### src/rtl/mac_slave_ctl.sv
`default_nettype none
// ============================================================================
// Module   : mac_slave_ctl
// Purpose  : Memory-mapped register slave for Catapult-generated accelerator
//            cores. It provides NUM_IN writable operand registers, NUM_OUT
//            read-only result shadows, a start/done launch FSM, sticky W1C
//            status and a level interrupt.
// Ports    : clk, arst_n         - clock, asynchronous active-low reset
//            in_dat / out_dat    - packed operand outputs / live results in
//            go / done           - launch pulse out / completion pulse in
//            irq                 - registered level interrupt
//            addr, ren, rdata    - read port (1-cycle registered rdata)
//            wen, wdata          - write port (shares addr with read)
//            waddr_error         - one-cycle write error pulse
//            raddr_error         - one-cycle read error pulse
// Options  : `define MAC_SLAVE_TIMEOUT_EN adds a RUN watchdog of
//            TIMEOUT_CYCLES cycles and STATUS bit3 TIMEOUT.
// Map      : 0x00 CTRL {IRQ_EN,START}, 0x04 STATUS {TIMEOUT,ERR,DONE,BUSY},
//            0x08 reserved, 0x10+4*i operand i, 0x10+4*(NUM_IN+j) result j
// Revision : 1.0 - initial release
// ============================================================================
module mac_slave_ctl #(
  parameter int ADDR_BITS      = 12,
  parameter int DATA_BITS      = 32,
  parameter int NUM_IN         = 3,
  parameter int NUM_OUT        = 1,
  parameter int TIMEOUT_CYCLES = 1024,
  parameter int DEBUG          = 0
) (
  input  logic                          clk,
  input  logic                          arst_n,
  output logic [NUM_IN*DATA_BITS-1:0]   in_dat,
  input  logic [NUM_OUT*DATA_BITS-1:0]  out_dat,
  output logic                          go,
  input  logic                          done,
  output logic                          irq,
  input  logic [ADDR_BITS-1:0]          addr,
  input  logic                          ren,
  output logic [DATA_BITS-1:0]          rdata,
  input  logic                          wen,
  input  logic [DATA_BITS-1:0]          wdata,
  output logic                          waddr_error,
  output logic                          raddr_error
);

  localparam int WA = ADDR_BITS - 2;   // word-index width

  localparam logic [0:0] S_IDLE = 1'b0;
  localparam logic [0:0] S_RUN  = 1'b1;

  // Catch unusable configurations at elaboration.
  if (NUM_IN < 1 || NUM_IN > 64 || NUM_OUT < 1 || NUM_OUT > 64 ||
      DATA_BITS < 4 || TIMEOUT_CYCLES < 1 || DEBUG < 0 || DEBUG > 2 ||
      (4 + NUM_IN + NUM_OUT) > (1 << WA)) begin : g_param_err
    $error("mac_slave_ctl: parameter out of range");
  end

  logic [0:0]           r_state;
  logic                 r_irq_en, r_done_st, r_err_st;
  logic                 r_go, r_irq, r_werr, r_rerr;
  logic [DATA_BITS-1:0] r_rdata;
  logic [DATA_BITS-1:0] r_opnd   [NUM_IN];
  logic [DATA_BITS-1:0] r_shadow [NUM_OUT];

  // ---------------------------------------------------------------- decode
  logic [WA-1:0]        w_widx;
  logic                 w_aligned, w_is_ctrl, w_is_stat, w_is_rsvd;
  logic [NUM_IN-1:0]    w_opnd_sel;
  logic [NUM_OUT-1:0]   w_res_sel;

  assign w_widx    = addr[ADDR_BITS-1:2];
  assign w_aligned = (addr[1:0] == 2'b00);

  always_comb begin
    w_is_ctrl  = w_aligned && (w_widx == WA'(0));
    w_is_stat  = w_aligned && (w_widx == WA'(1));
    w_is_rsvd  = w_aligned && (w_widx == WA'(2));
    w_opnd_sel = '0;
    w_res_sel  = '0;
    for (int i = 0; i < NUM_IN; i++)
      w_opnd_sel[i] = w_aligned && (w_widx == WA'(4 + i));
    for (int j = 0; j < NUM_OUT; j++)
      w_res_sel[j] = w_aligned && (w_widx == WA'(4 + NUM_IN + j));
  end

  // ---------------------------------------------------------- write control
  logic w_busy, w_start, w_launch, w_start_rej, w_opnd_rej, w_wr_bad;
  logic w_wr_stat, w_done_set, w_spurious, w_timeout, w_tmo_st;

  assign w_busy      = (r_state == S_RUN);
  assign w_start     = wen && w_is_ctrl && wdata[0];
  assign w_launch    = w_start && !w_busy;
  // In RUN a START is rejected even when done arrives on the same edge.
  assign w_start_rej = w_start && w_busy;
  assign w_opnd_rej  = wen && (|w_opnd_sel) && w_busy;
  // Anything not CTRL/STATUS/operand is an error, including RO results.
  assign w_wr_bad    = wen && !(w_is_ctrl || w_is_stat || (|w_opnd_sel));
  assign w_wr_stat   = wen && w_is_stat;
  assign w_done_set  = w_busy && done;
  assign w_spurious  = !w_busy && done;

`ifdef MAC_SLAVE_TIMEOUT_EN
  localparam int CW = $clog2(TIMEOUT_CYCLES + 1);
  logic [CW-1:0] r_tmo_cnt;
  logic          r_tmo_st;

  // Fires on the edge that completes the TIMEOUT_CYCLES-th RUN cycle.
  assign w_timeout = w_busy && !done && (r_tmo_cnt == CW'(TIMEOUT_CYCLES - 1));
  assign w_tmo_st  = r_tmo_st;

  always_ff @(posedge clk or negedge arst_n) begin
    if (!arst_n) begin
      r_tmo_cnt <= '0;
      r_tmo_st  <= 1'b0;
    end else begin
      if (w_launch)    r_tmo_cnt <= '0;
      else if (w_busy) r_tmo_cnt <= r_tmo_cnt + 1'b1;
      r_tmo_st <= w_timeout || (r_tmo_st && !(w_wr_stat && wdata[3]));
    end
  end
`else
  assign w_timeout = 1'b0;
  assign w_tmo_st  = 1'b0;
`endif

  always_ff @(posedge clk or negedge arst_n) begin
    if (!arst_n) begin
      r_state   <= S_IDLE;
      r_irq_en  <= 1'b0;
      r_done_st <= 1'b0;
      r_err_st  <= 1'b0;
      r_go      <= 1'b0;
      r_irq     <= 1'b0;
      r_werr    <= 1'b0;
    end else begin
      r_go   <= w_launch;
      r_werr <= w_wr_bad || w_start_rej || w_opnd_rej;
      r_irq  <= r_irq_en && (r_done_st || r_err_st);
      if (wen && w_is_ctrl) r_irq_en <= wdata[1];
      // Hardware set takes priority over a same-cycle W1C.
      r_done_st <= w_done_set ||
                   (r_done_st && !(w_wr_stat && wdata[1]) && !w_launch);
      r_err_st  <= w_start_rej || w_opnd_rej || w_spurious || w_timeout ||
                   (r_err_st && !(w_wr_stat && wdata[2]));
      case (r_state)
        S_IDLE:  if (w_launch) r_state <= S_RUN;
        S_RUN:   if (done || w_timeout) r_state <= S_IDLE;
        default: r_state <= S_IDLE;
      endcase
    end
  end

  // -------------------------------------------------- operands and shadows
  for (genvar i = 0; i < NUM_IN; i++) begin : g_opnd
    always_ff @(posedge clk or negedge arst_n) begin
      if (!arst_n)
        r_opnd[i] <= '0;
      else if (wen && w_opnd_sel[i] && !w_busy)
        r_opnd[i] <= wdata;
    end
    assign in_dat[i*DATA_BITS +: DATA_BITS] = r_opnd[i];
  end

  for (genvar j = 0; j < NUM_OUT; j++) begin : g_shadow
    always_ff @(posedge clk or negedge arst_n) begin
      if (!arst_n)
        r_shadow[j] <= '0;
      else if (w_done_set)
        r_shadow[j] <= out_dat[j*DATA_BITS +: DATA_BITS];
    end
  end

  // -------------------------------------------------------------- read path
  logic                 w_rd_hit;
  logic [DATA_BITS-1:0] w_rd_val;

  // The reserved word reads as zero without an error.
  assign w_rd_hit = w_is_ctrl || w_is_stat || w_is_rsvd ||
                    (|w_opnd_sel) || (|w_res_sel);

  always_comb begin
    w_rd_val = '0;
    if (w_is_ctrl) begin
      w_rd_val[1] = r_irq_en;
    end
    if (w_is_stat) begin
      w_rd_val[0] = w_busy;
      w_rd_val[1] = r_done_st;
      w_rd_val[2] = r_err_st;
      w_rd_val[3] = w_tmo_st;
    end
    for (int i = 0; i < NUM_IN; i++)
      if (w_opnd_sel[i]) w_rd_val = r_opnd[i];
    for (int j = 0; j < NUM_OUT; j++)
      if (w_res_sel[j]) w_rd_val = r_shadow[j];
  end

  always_ff @(posedge clk or negedge arst_n) begin
    if (!arst_n) begin
      r_rdata <= '0;
      r_rerr  <= 1'b0;
    end else begin
      r_rerr <= ren && !w_rd_hit;
      if (ren && w_rd_hit) r_rdata <= w_rd_val;
    end
  end

  assign go          = r_go;
  assign irq         = r_irq;
  assign rdata       = r_rdata;
  assign waddr_error = r_werr;
  assign raddr_error = r_rerr;

endmodule
`default_nettype wire

### config.mk
export PLATFORM = sky130hd
export DESIGN_NAME = mac_slave_ctl
export DESIGN_NICKNAME = d
export VERILOG_FILES = /design/src/rtl/mac_slave_ctl.sv
export SDC_FILE = /design/constraint.sdc
export NUM_CORES = 1
export LEC_CHECK = 0
export CAP_MARGIN = 30
export CORE_UTILIZATION = 45
export DETAILED_ROUTE_END_ITERATION = 12
export GPL_TIMING_DRIVEN = 0
export PLACE_DENSITY = 0.76
export SLEW_MARGIN = 15
export SYNTH_ARGS = -nofsm -noshare
export SYNTH_HDL_FRONTEND = slang
export SYNTH_SLANG_ARGS = --single-unit
### constraint.sdc
create_clock -name clk -period 2.7 [get_ports clk]
set_clock_uncertainty 0.2 [all_clocks]
set_input_delay 0.54 -clock clk [delete_from_list [all_inputs] [get_ports clk]]
set_output_delay 0.54 -clock clk [all_outputs]
set_load 0.02 [all_outputs]
==> metrics, run 1 <==
TritonCTS buffer count=17; die area=17000 um^2; Primary FF master, synth=dfrtp_1; min Tclk post-route=2.65 ns; Setup Crit Path Kind=in2reg; Hold WC Path Type=reg2reg; Placement Setup Slack=-1.28 ns; # rows=46; Slew HR=0.540; final worst path period share=0.982; total of max-cap violations=0; fin util=0.667; WL/cell=22.3 um; Final WS setup=0.0479 ns; Global Route met2 Usage=0.448; Chip Width=130 um; met3 usage=0.0757; Post-Synthesis Cell Area=7420 um^2; CP startpoint kind=primary input; drc violations=0; leak pwr=4.84 nW; fmax=0.377 GHz; hold depth=1; Skew-Pair Late Insertion Delay=0.42 ns; status=complete, no violations; placed cell count=992; Synth Register Bits=168; FF-to-FF Start=r_state; first-pass GRT wire length=35.0 mm; Crit path required time=2.81 ns; Async SR Flop Fraction=1.00; total core area=16000 um^2; die height=130 um; Final Max Slew Viols=0; PortBufs=211; TritonCTS clock tree=built; 1st-iter DRT viols=473; synth warn=0; r2r worst-path depth=6; vias=6024; Top Ports=213; clock net sink count=168; crit-path max FO=10; top cell type's share of synthesized area=0.567; gpl congestion=0.912; busiest grt layer=met2; most frequent cell after synthesis=dfrtp_1; M1 GR Usage=0.358; R2R Setup Slk=0.56 ns; final non-filler cell total=1032; Fin. Hold Viols=0; critical path endpoint category=register; Mean Syn Cell Area=13.2 um^2; Cell Pwr Density=521 nW/um^2; hpwl dp=15.9 mm; Synth top cells by count=dfrtp_1 (168), mux2_2 (99), nand2_1 (36); Slew @ Worst Pin=0.689 ns; gr ovfl total=0; vias per cell=5.84; buffer depth of the longest clock path=2; total power=5.56 mW; most area-consuming cells after synthesis=dfrtp_1 (57%), mux2_2 (15%), mux2_4 (6.1%), o32ai_1 (3.2%), o21a_1 (2.8%); Synth area leader=dfrtp_1; initial antenna violation count=1; largest net degree at the start of global routing=87; EDFF count, synth=0; Starting Density=0.464; Synthesized Nets=645; Synth cell types=45; Arr. time, crit path=2.76 ns; Final setup viols=0; Worst VDD drop=0.447 mV; clock-pin transition on the worst setup and hold timing paths=0.06 ns; final wirelength=23.1 mm; Total GRT Usage=0.280; unrepaired setup endpoints after global routing=false; first-pass iteration count of the detailed router=5; fillers=1171; Mapped Cells=564; CTS Root Cell=clkbuf_16; number of global-route vias before repair=6172; Area Overhead vs Synth=43.9%; hold endpoint=r_shadow[0]; register area share after synthesis=0.567; H-tree levels=4; fin nets=884; Hold Crit Start=r_shadow[0]; DRT antenna net count=0; layout cells sized above 1=0.256; R2R Path End=in_dat[88]
sequential cells by signal, indices dropped and copies added, names as in the netlist:
| name | flops |
|---|---|
| waddr_error | 1 |
| r_err_st | 1 |
| rdata | 32 |
| in_dat | 96 |
| irq | 1 |
| r_irq_en | 1 |
| raddr_error | 1 |
| r_done_st | 1 |
| r_shadow | 32 |
| go | 1 |
| r_state | 1 |
critical path: stages:
cell and delay, ns:
clkdlybuf4s50_1 0.46, or4_4 0.44, buf_6 0.16, or4_4 0.51, buf_6 0.16, buf_6 0.17
mux2_4 0.32
final cells by class:
cell class / count / area (um^2) / share of cell area
Antenna cell: 1 / 2.50 / 0.000234
Buffer: 41 / 254 / 0.0238
Clock buffer: 20 / 457 / 0.0428
Clock inverter: 11 / 148 / 0.0138
Inverter: 9 / 33.8 / 0.00316
Multi-Input combinational cell: 344 / 3080 / 0.288
Sequential cell: 168 / 4200 / 0.394
Tap cell: 216 / 270 / 0.0253
Timing Repair Buffer: 222 / 2230 / 0.209
worst max-delay path by stage:
stage                   from    endpoint  slack, ns  depth (start not counted)
finish               addr[8]  in_dat[88]       0.05                          7
global route        addr[11]  in_dat[28]      0.009                          8
CTS                  addr[9]  in_dat[88]      0.008                          7
detailed placement   addr[7]  in_dat[61]      -1.28                          6
global placement      arst_n  in_dat[40]      -5.75                          1
floorplan            addr[7]  in_dat[65]        0.1                          6
routing by layer:
layer,vias up,share of wire
li1,2579,-
met1,3065,0.40
met2,329,0.48
met3,51,0.087
met4,0,0.026
met5,-,0
cell usage in the layout, fill, tap and decap left out, drive strengths merged, types with 2 or more instances in the layout:
cell,Yosys,routed
a211oi,27,27
a21oi,33,33
a221o,2,2
a222oi,2,2
a31oi,2,2
and2,2,2
buf,20,31
bufinv,0,3
clkbuf,23,41
clkdlybuf4s50,0,204
clkinv,0,3
clkinvlp,0,4
dfrtp,168,168
dlygate4sd2,0,2
dlymetal6s2s,0,4
inv,9,10
mux2,133,133
nand2,36,36
nand3,5,5
nand4,5,5
nor2,7,7
nor3,4,4
nor4,5,5
o211ai,3,3
o21a,28,28
o21ai,3,3
o21bai,2,2
o32ai,27,27
or4,3,3
kinds of logic (layout without fill, tap and decap cells):
group,count (synthesis),after routing,share of synthesized area
flops,168,168,0.567
compound gates,135,135,0.131
other cells,0,1,0
buf+inv,52,303,0.0326
mux,133,133,0.217
simple gates,76,76,0.0526
stage by stage:
step           area (um^2)  setup TNS (ns)  hold slack, ns
2_1_floorplan         7420               0          0.0444
3_3_place_gp          9800        -1077.38           0.287
3_5_place_dp          9830         -116.83           0.289
4_1_cts              10600               0           0.306
5_1_grt              10700               0           0.311
6_report             10700               0           0.309
repair_timing:
item | in CTS | in global routing
hold buffers | 1 | 0
pin swaps | 3 | 1
buffers inserted | 7 | 2
setup endpoints to repair | 118 | 86
endpoints found under the hold margin | 82 | 0
resized for setup | 37 | 14
power by group:
part | internal [mW] | switching [mW]
sequential | 2.59 | 0.0411
clock | 1.50 | 1.00
combinational | 0.220 | 0.212
total | 4.31 | 1.25
No activity file was read; power rests on OpenSTA's default activity.
==> inputs of run 2 (changes only) <==
--- a/config.mk
+++ b/config.mk
@@ -6,6 +6,7 @@
 export NUM_CORES = 1
 export LEC_CHECK = 0
 export CAP_MARGIN = 30
+export CORE_MARGIN = 1.5
 export CORE_UTILIZATION = 45
 export DETAILED_ROUTE_END_ITERATION = 12
 export GPL_TIMING_DRIVEN = 0
==> run 2 against run 1 <==
Net effect: routed wire length about the same; hold slack worse by 0.015 ns; final cell count about the same; sequential cell count unchanged; combinational power about the same; via count down 0.56%; sequential share of layout area down 0.18 points; worst setup slack worse by 0.038 ns; non-clock buffer count up 1.
==> metrics, run 2 (same netlist as run 1, synthesis figures left out) <==
status=complete, no violations; WL/cell=22.3 um; Final Instance Area=10700 um^2; sequential cell area=4200 um^2; hpwl dp=16.0 mm; fmax=0.372 GHz; total of max-cap violations=0; Final setup viols=0; leak pwr=4.85 nW; Crit path top cell by count=buf_6; gr ovfl total=0; 1st-iter DRT viols=475; die area=17300 um^2; max reg flops=96; buffer depth of the longest clock path=2; die height=131 um; largest net degree at the start of global routing=86; initial antenna violation count=0; Seq pwr share=0.460; Fin. Hold Viols=0; Worst VDD drop=0.424 mV; final worst path period share=0.996; clock-pin transition on the worst setup and hold timing paths=0.06 ns; Internal Power=4.46 mW; Slew @ Worst Pin=0.677 ns; diodes inserted=0; Skew-Pair Late Insertion Delay=0.43 ns; hold slack final=0.294 ns; vias per cell=5.80; Setup Crit Path Kind=in2reg; gpl congestion=0.932; Arr. time, crit path=2.80 ns; TritonCTS clock tree=built; fin util=0.670; critical path endpoint category=register; unrepaired setup endpoints after global routing=true; fillers=1205; min Tclk post-route=2.69 ns; TritonCTS buffer count=17; PortBufs=211; total core area=16000 um^2; Sw Share=0.219; layout cells sized above 1=0.267; sw power=1.25 mW; CP startpoint kind=primary input; Total GRT Usage=0.270; first-pass GRT wire length=35.9 mm; dpl cell area=9830 um^2; # rows=46; Starting Density=0.464; clock network fraction of total power=0.464; R2R Setup Slk=0.51 ns; vias=5990; clock net sink count=168; crit-path max FO=10; area of the multi-input gates=3090 um^2; Area Overhead vs Synth=44.6%; drc violations=0; DRT antenna net count=0; Slew HR=0.545; critical path's slowest cell=clkdlybuf4s50_1; Crit path required time=2.81 ns; first-pass iteration count of the detailed router=5; Chip Width=131 um; CTS Root Cell=clkbuf_16; setup TNS=0 ns; CP max stage delay=0.62 ns; CP cell instances=clkdlybuf4s50_1 -> nor4bb_4 -> nand2_1 -> or4_4 -> buf_6 -> buf_6 -> mux2_4; H-tree levels=4; Top Ports=213; number of global-route vias before repair=6307; fin nets=885; leading cell types in the layout, fill and taps excluded=clkdlybuf4s50_1 (207), dfrtp_1 (168), mux2_2 (99), nand2_1 (35), a21oi_1 (33); most common cell after layout, fill and taps aside=clkdlybuf4s50_1; Final Max Slew Viols=0; Cell Pwr Density=533 nW/um^2; power share of the combinational group=0.075; final wirelength=23.1 mm; Hold WC Path Type=reg2reg
[run 2: cell count changes in the layout (fill, tap and decap cells not counted), moves of 3 or more]
cell | previous run | this run
buf_2 | 1 | 4
clkbuf_1 | 13 | 10
clkbuf_2 | 7 | 10
clkdlybuf4s50_1 | 204 | 207
dlymetal6s2s_1 | 4 | 0
[run 2: worst paths after layout]
check                      startpoint      endpoint  cells past startpoint
max                           addr[3]    in_dat[80]                      7
min                         r_done_st           irq                      1
max reg2reg                   r_state    in_dat[80]                      6
min reg2reg                 r_done_st           irq                      1
max in group asynchronous      arst_n    in_dat[74]                      3
min in group asynchronous      arst_n  r_shadow[25]                      2
[run 2: repair_timing]
| action | 4_1_cts | 5_1_grt |
|---|---|---|
| hold buffers | 1 | 0 |
| setup buffers | 8 | 1 |
| pin swaps | 3 | 1 |
| gates cloned | 0 | 0 |
| gates resized for setup | 38 | 23 |
| setup endpoints to repair | 126 | 85 |
| endpoints found under the hold margin | 84 | 0 |
[run 2: cell type report]
type	instances	share of cell area
Multi-Input combinational cell	344	0.288
Clock inverter	9	0.0151
Buffer	42	0.0244
Sequential cell	168	0.392
Inverter	9	0.00315
Tap cell	216	0.0252
Timing Repair Buffer	222	0.207
Clock buffer	23	0.0455
[run 2: power by group through the flow]
stage / Clock, mW / Sequential [mW] / Combinational, mW
5_1_grt: 2.81 / 2.63 / 0.462
3_3_place_gp: 0 / 2.67 / 0.402
6_report: 2.65 / 2.63 / 0.431
2_1_floorplan: 0 / 2.70 / 0.104
4_1_cts: 2.68 / 2.63 / 0.429
3_5_place_dp: 0 / 2.67 / 0.417
[run 2: critical path, delay by kind of cell]
family	cells	cell delay (ns)
multiplexers	1	0.31
buffers and inverters	3	0.94
AND/OR/NAND/NOR	3	1.00
[run 2: stage by stage]
| step | setup WS [ns] | instances | total power, mW |
|---|---|---|---|
| 2_1_floorplan | 0.0955 | 564 | 2.80 |
| 3_3_place_gp | -5.66 | 991 | 3.07 |
| 3_5_place_dp | -1.25 | 992 | 3.09 |
| 6_report | 0.00979 | 1033 | 5.71 |
| 5_1_grt | -0.0377 | 1033 | 5.91 |
| 4_1_cts | 0.00562 | 1033 | 5.73 |
[run 2: metal layers]
metal  vias up  part of all wire  GRT usage
met3        48             0.075     0.0779
met1      3061              0.42      0.350
met4         0             0.025      0.104
li1       2591                 -          -
met2       290              0.48      0.430
met5         -                 0          0
